`config.mk`:
```
export PLATFORM = sky130hd
export DESIGN_NAME = avmm_mem_responder
export DESIGN_NICKNAME = d
export VERILOG_FILES = /design/src/rtl/mem_pkg.sv /design/src/rtl/avmm_rd_pipe.sv /design/src/rtl/avmm_mem_responder.sv
export SDC_FILE = /design/constraint.sdc
export NUM_CORES = 2
export LEC_CHECK = 0
export ABC_CLOCK_PERIOD_IN_PS = 11920
export BUFFER_PORTS_ARGS = -buffer_cell sky130_fd_sc_hd__buf_4
export CAP_MARGIN = 10
export CORE_MARGIN = 2
export CORE_UTILIZATION = 55
export DETAILED_ROUTE_END_ITERATION = 6
export GPL_TIMING_DRIVEN = 0
export PLACE_DENSITY_LB_ADDON = 0.12
export SLEW_MARGIN = 10
export SYNTH_ARGS = -nofsm -noshare
export SYNTH_HDL_FRONTEND = slang
export SYNTH_SLANG_ARGS = --single-unit
```
`constraint.sdc`:
```
create_clock -name clk -period 11.92 [get_ports clk]
set_input_delay 1.192 -clock clk [delete_from_list [all_inputs] [get_ports clk]]
set_output_delay 1.192 -clock clk [all_outputs]
set_load 0.01 [all_outputs]
```
`src/rtl/mem_pkg.sv`:
```
// mem_pkg: shared word/lane widths, default parameters and stall-state enum for memory responders
package mem_pkg;
  localparam int WORD_W = 64;
  localparam int BE_W = 8;
  localparam int DEF_DEPTH = 16;
  localparam int DEF_LATENCY = 2;
  localparam int DEF_WAIT_CYCLES = 1;
  typedef enum logic [1:0] {IDLE, STALL, ACCEPT} stall_state_t;
  function automatic logic [WORD_W-1:0] be_merge(input logic [WORD_W-1:0] old_w,
                                                 input logic [WORD_W-1:0] new_w,
                                                 input logic [BE_W-1:0] be);
    logic [WORD_W-1:0] r;
    for (int i = 0; i < BE_W; i++) r[8*i +: 8] = be[i] ? new_w[8*i +: 8] : old_w[8*i +: 8];
    return r;
  endfunction
endpackage

```
`src/rtl/avmm_rd_pipe.sv`:
```
// avmm_rd_pipe: fixed-latency valid/data shift register with synchronous clear
module avmm_rd_pipe
  import mem_pkg::*;
#(
  parameter int LATENCY = DEF_LATENCY
) (
  input  logic              clk,
  input  logic              clr,
  input  logic              valid_in,
  input  logic [WORD_W-1:0] data_in,
  output logic              valid_out,
  output logic [WORD_W-1:0] data_out
);
  logic [LATENCY-1:0] v;
  logic [WORD_W-1:0] d [LATENCY];
  always_ff @(posedge clk) begin
    if (clr) begin
      v <= '0;
      for (int i = 0; i < LATENCY; i++) d[i] <= '0;
    end else begin
      v[0] <= valid_in;
      d[0] <= data_in;
      for (int i = 1; i < LATENCY; i++) begin
        v[i] <= v[i-1];
        d[i] <= d[i-1];
      end
    end
  end
  assign valid_out = v[LATENCY-1];
  assign data_out = d[LATENCY-1];
endmodule

```
`src/rtl/avmm_mem_responder.sv`:
```
// avmm_mem_responder: Avalon-MM 64-bit register-array slave with stall FSM, pipelined reads and preload port
module avmm_mem_responder
  import mem_pkg::*;
#(
  parameter int DEPTH = DEF_DEPTH,
  parameter int LATENCY = DEF_LATENCY,
  parameter int WAIT_CYCLES = DEF_WAIT_CYCLES
) (
  input  logic                     clk,
  input  logic                     rst,
  input  logic [31:0]              mem_address,
  input  logic                     mem_read,
  input  logic                     mem_write,
  input  logic [WORD_W-1:0]        mem_writedata,
  input  logic [BE_W-1:0]          mem_byteenable,
  output logic [WORD_W-1:0]        mem_readdata,
  output logic                     mem_readdatavalid,
  output logic                     mem_waitrequest,
  input  logic                     ld_wren,
  input  logic [$clog2(DEPTH)-1:0] ld_addr,
  input  logic [WORD_W-1:0]        ld_data,
  output logic [7:0]               err_cnt
);
  localparam int AW = $clog2(DEPTH);
  stall_state_t state;
  logic [2:0] cnt;
  logic [WORD_W-1:0] mem [DEPTH];
  logic cmd, acc, oor, both, illegal;
  logic [AW-1:0] idx;
  assign cmd = mem_read | mem_write;
  assign oor = mem_address >= 32'(DEPTH);
  assign both = mem_read & mem_write;
  assign illegal = oor | both;
  assign idx = mem_address[AW-1:0];
  assign mem_waitrequest = (WAIT_CYCLES != 0) && !rst && (state == STALL || (state == IDLE && cmd));
  assign acc = cmd && !mem_waitrequest && !rst;
  always_ff @(posedge clk) begin
    if (rst) begin
      state <= IDLE;
      cnt <= '0;
    end else begin
      case (state)
        IDLE: if (cmd && WAIT_CYCLES > 0) begin
          state <= (WAIT_CYCLES > 1) ? STALL : ACCEPT;
          cnt <= 3'(WAIT_CYCLES - 1);
        end
        STALL: if (!cmd) state <= IDLE;
          else if (cnt <= 3'd1) state <= ACCEPT;
          else cnt <= cnt - 3'd1;
        default: state <= IDLE;
      endcase
    end
  end
  always_ff @(posedge clk) begin
    if (acc && mem_write && !illegal) mem[idx] <= be_merge(mem[idx], mem_writedata, mem_byteenable);
    if (ld_wren && !rst) mem[ld_addr] <= ld_data;
  end
  always_ff @(posedge clk) begin
    if (rst) err_cnt <= '0;
    else if (acc && illegal && err_cnt != 8'hFF) err_cnt <= err_cnt + 8'd1;
  end
  avmm_rd_pipe #(.LATENCY(LATENCY)) u_pipe (
    .clk(clk),
    .clr(rst),
    .valid_in(acc && mem_read && !mem_write),
    .data_in(oor ? '0 : mem[idx]),
    .valid_out(mem_readdatavalid),
    .data_out(mem_readdata)
  );
endmodule
```
==> load_flow_metrics.sql <==
INSERT INTO impl_metrics (metric_group, metric, value, unit) VALUES
('floorplanning', 'floorplan_core_area', '102000', 'um^2'),
('yosys', 'synth_simple_gate_area_share', '9.34', '%'),
('critical_path', 'worst_setup_path_end_kind', 'flop', ''),
('floorplanning', 'floorplan.die_area', '105000', 'um^2'),
('route', 'routed_wire_length', '199', 'mm'),
('finish', 'final_common_cell', 'sky130_fd_sc_hd__nor2_1', ''),
('clock_network', 'ctsHtreeMaxLevel', '4', ''),
('finish', 'area_occupied_by_multi_input_gates', '20000', 'um^2'),
('floorplanning', 'initial_core_utilization', '55.3', '%'),
('power', 'post-layout-total-power', '9.33', 'mW'),
('timing', 'timing.final.crit_share', '40.8', '%'),
('power', 'max-vdd-ir-drop', '114', 'uV'),
('route', 'dr.first_iter.drc_count', '6894', ''),
('yosys', 'yosys_most_used_dff', 'sky130_fd_sc_hd__edfxtp_1', ''),
('finish', 'register_area', '33500', 'um^2'),
('critical_path', 'timing.critical_path.arrival', '5.32', 'ns'),
('yosys', 'synthesis.area_per_instance', '12.1', 'um^2'),
('yosys', 'synth.ff_latch_count', '1163', ''),
('clock_network', 'cts_hold_repair.buffers', '0', ''),
('timing', 'finalMaxSlewViolations', '0', ''),
('yosys', 'yosys-mux-area-fraction', '12.7', '%'),
('floorplanning', 'floorplan.die.width', '324', 'um'),
('timing', 'timing.final.setup_violations', '0', ''),
('yosys', 'synth_compound_gate_area_share', '13.2', '%'),
('clock_network', 'cts.clk_slew.worst_paths', '0.06', 'ns'),
('worst_hold_path', 'min-delay-path-class', 'flop to flop', ''),
('place', 'gp_congestion', '0.920', ''),
('finish', 'final_cell_mix', 'sky130_fd_sc_hd__nor2_1 (1,153), sky130_fd_sc_hd__a21oi_1 (1,030), sky130_fd_sc_hd__edfxtp_1 (1,024)', ''),
('timing', 'period_minus_slack', '4.86', 'ns'),
('timing', 'setup_repair_after_global_routing_missed_its_margin', 'false', ''),
('run_status', 'outcome', 'completed', ''),
('yosys', 'async_reset_ff_share', '0', '%'),
('finish', 'syn_to_final_growth', '15.6', '%'),
('critical_path', 'cp_max_fo', '10', ''),
('floorplanning', 'num_io_pins', '251', ''),
('yosys', 'post_synth_num_cell_types', '42', ''),
('clock_network', 'clock_tree.buffer_depth', '3', ''),
('clock_network', 'clock_insertion_delay_worst_skew', '0.75', 'ns'),
('yosys', 'syn_nets', '4820', ''),
('clock_network', 'post_cts_resized', '0', ''),
('floorplanning', 'floorplan.rows', '117', ''),
('grt', 'grt_overflow_total', '0', ''),
('critical_path', 'crit_path_start_kind', 'input pin', ''),
('finish', 'layout-drive-gt1-share', '19.9', '%'),
('finish', 'finalCoreUtilization', '64.0', '%'),
('route', 'post_drt_via_cell_ratio', '6.58', ''),
('floorplanning', 'die_h', '324', 'um'),
('finish', 'fillers', '7872', ''),
('finish', 'nets', '5194', ''),
('yosys', 'synth_sequential_area_ratio', '59.7', '%'),
('yosys', 'synthesis.area', '56200', 'um^2'),
('grt', 'grt_start_max_net_pins', '22', ''),
('timing', 'timing.fmax', '206', 'MHz'),
('timing', 'timing.clock.skew', '0.0304', 'ns'),
('job', 'cap_violations', '0', ''),
('clock_network', 'cts_root_buffer', 'sky130_fd_sc_hd__clkbuf_16', ''),
('place', 'io_buffer_count', '174', ''),
('place', 'place.detailed.hpwl', '135', 'mm'),
('timing', 'timing_worst_slew_pin_value', '1.35', 'ns'),
('grt', 'gr-usage-all-layers', '37.9', '%'),
('timing', 'finalSetupTns', '0', 'ns'),
('route', 'total_via_count_after_detailed_routing', '42700', ''),
('timing', 'timing_hold_violations_final', '0', ''),
('power', 'power_leakage', '22.7', 'nW'),
('clock_network', 'tritoncts', 'built', ''),
('critical_path', 'cp_data_required_time', '12.38', 'ns'),
('route', 'wl_per_cell', '30.6', 'um'),
('route', 'drcViolationCount', '0', ''),
('clock_network', 'cts_inserted_buffers', '131', ''),
('yosys', 'synth-warning-count', '0', ''),
('yosys', 'synth_adder_area_share', '0.0223', '%');
critical path, cell delays in order:
cell	delay, ns
sky130_fd_sc_hd__buf_2	0.36
sky130_fd_sc_hd__buf_2	0.49
sky130_fd_sc_hd__clkbuf_1	1.04
sky130_fd_sc_hd__buf_4	0.47
sky130_fd_sc_hd__mux2i_1	0.51
sky130_fd_sc_hd__nor2_1	0.09
sky130_fd_sc_hd__a221oi_2	0.73
sky130_fd_sc_hd__buf_4	0.31
sky130_fd_sc_hd__a21oi_1	0.10
synthesized netlist by cell type, types with 2 or more instances:
| library cell | instances | area (um^2) |
|---|---|---|
| sky130_fd_sc_hd__a221oi_2 | 7 | 105 |
| sky130_fd_sc_hd__nand4_1 | 3 | 18.8 |
| sky130_fd_sc_hd__a21oi_1 | 1030 | 5150 |
| sky130_fd_sc_hd__nor3b_1 | 3 | 22.5 |
| sky130_fd_sc_hd__or3_1 | 2 | 12.5 |
| sky130_fd_sc_hd__nor2_1 | 1161 | 4360 |
| sky130_fd_sc_hd__mux2i_1 | 66 | 661 |
| sky130_fd_sc_hd__nor4_1 | 7 | 43.8 |
| sky130_fd_sc_hd__buf_2 | 61 | 305 |
| sky130_fd_sc_hd__nand2b_1 | 14 | 87.6 |
| sky130_fd_sc_hd__o31ai_1 | 5 | 37.5 |
| sky130_fd_sc_hd__buf_1 | 75 | 282 |
| sky130_fd_sc_hd__nand4b_1 | 3 | 26.3 |
| sky130_fd_sc_hd__clkbuf_1 | 337 | 1260 |
| sky130_fd_sc_hd__dfxtp_1 | 139 | 2780 |
| sky130_fd_sc_hd__a211oi_1 | 64 | 480 |
| sky130_fd_sc_hd__o21ai_0 | 17 | 85.1 |
| sky130_fd_sc_hd__or4_1 | 5 | 37.5 |
| sky130_fd_sc_hd__or2_2 | 3 | 18.8 |
| sky130_fd_sc_hd__nand2_1 | 13 | 48.8 |
| sky130_fd_sc_hd__nand4bb_1 | 2 | 22.5 |
| sky130_fd_sc_hd__buf_4 | 122 | 916 |
| sky130_fd_sc_hd__edfxtp_1 | 1024 | 30700 |
| sky130_fd_sc_hd__a221oi_4 | 57 | 1500 |
| sky130_fd_sc_hd__nand3b_1 | 3 | 22.5 |
| sky130_fd_sc_hd__and2_1 | 2 | 12.5 |
| sky130_fd_sc_hd__mux4_2 | 256 | 5770 |
| sky130_fd_sc_hd__nor2b_1 | 69 | 432 |
| sky130_fd_sc_hd__buf_6 | 8 | 90.1 |
| sky130_fd_sc_hd__mux2_2 | 64 | 721 |
| sky130_fd_sc_hd__nand3_1 | 9 | 45.0 |
kinds of logic (layout without fill, tap and decap cells):
kind of cell | Yosys count | after routing
AOI/OAI and AO/OA | 1185 | 1185
adders and majority gates | 1 | 1
buffers and inverters | 603 | 1078
DFF | 1163 | 1163
muxes | 386 | 386
other | 0 | 10
and+or+nand+nor | 1304 | 1304
area by class of cell:
class / count / share of cell area (%)
buffer: 603 / 4.40
clock buffer: 182 / 5.58
sequential: 1163 / 51.6
tap: 1368 / 2.63
timing repair buffer: 241 / 4.39
multi-input combinational: 2876 / 30.8
antenna: 10 / 0.0385
clock inverter: 52 / 0.551
stage by stage:
step	instance area [um^2]	instances	setup slack [ns]	hold WS (ns)
finish	65000	6495	7.06	0.426
global route	65000	6489	7.14	0.450
CTS	65000	6485	7.21	0.424
detailed placement	61000	6251	6.45	0.420
global placement	59200	6184	-3.29	0.417
floorplan	56200	4642	4.22	0.414
state kept, by name, indices dropped and copies added, names as in the netlist:
signal / count
err_cnt: 8
mem: 1024
state: 1
u_pipe.d: 128
u_pipe.v: 2
power by group:
part	switching [mW]	internal, mW
clock network	1.67	2.21
logic	0.585	0.351
registers	0.00689	4.52
total	2.26	7.08
metal layers:
metal | global-route usage [%] | part of all wire [%] | up-vias
met2 | 58.2 | 45 | 3440
met1 | 47.8 | 34 | 20800
met3 | 11.8 | 14 | 714
met4 | 22.0 | 6.6 | 8
li1 | - | - | 17800
met5 | 0 | 0.029 | -
final timing paths:
path | startpoint | endpoint | slack (ns) | cells after the start
hold / removal | u_pipe.d[0][18] | u_pipe.d[0][82] | 0.43 | 1
setup reg to reg | state[1] | mem[3][34] | 8.99 | 7
setup / recovery | mem_address[3] | mem[5][63] | 7.06 | 9
hold reg to reg | u_pipe.d[0][18] | u_pipe.d[0][82] | 0.43 | 1
(Power assumes the default switching activity.)
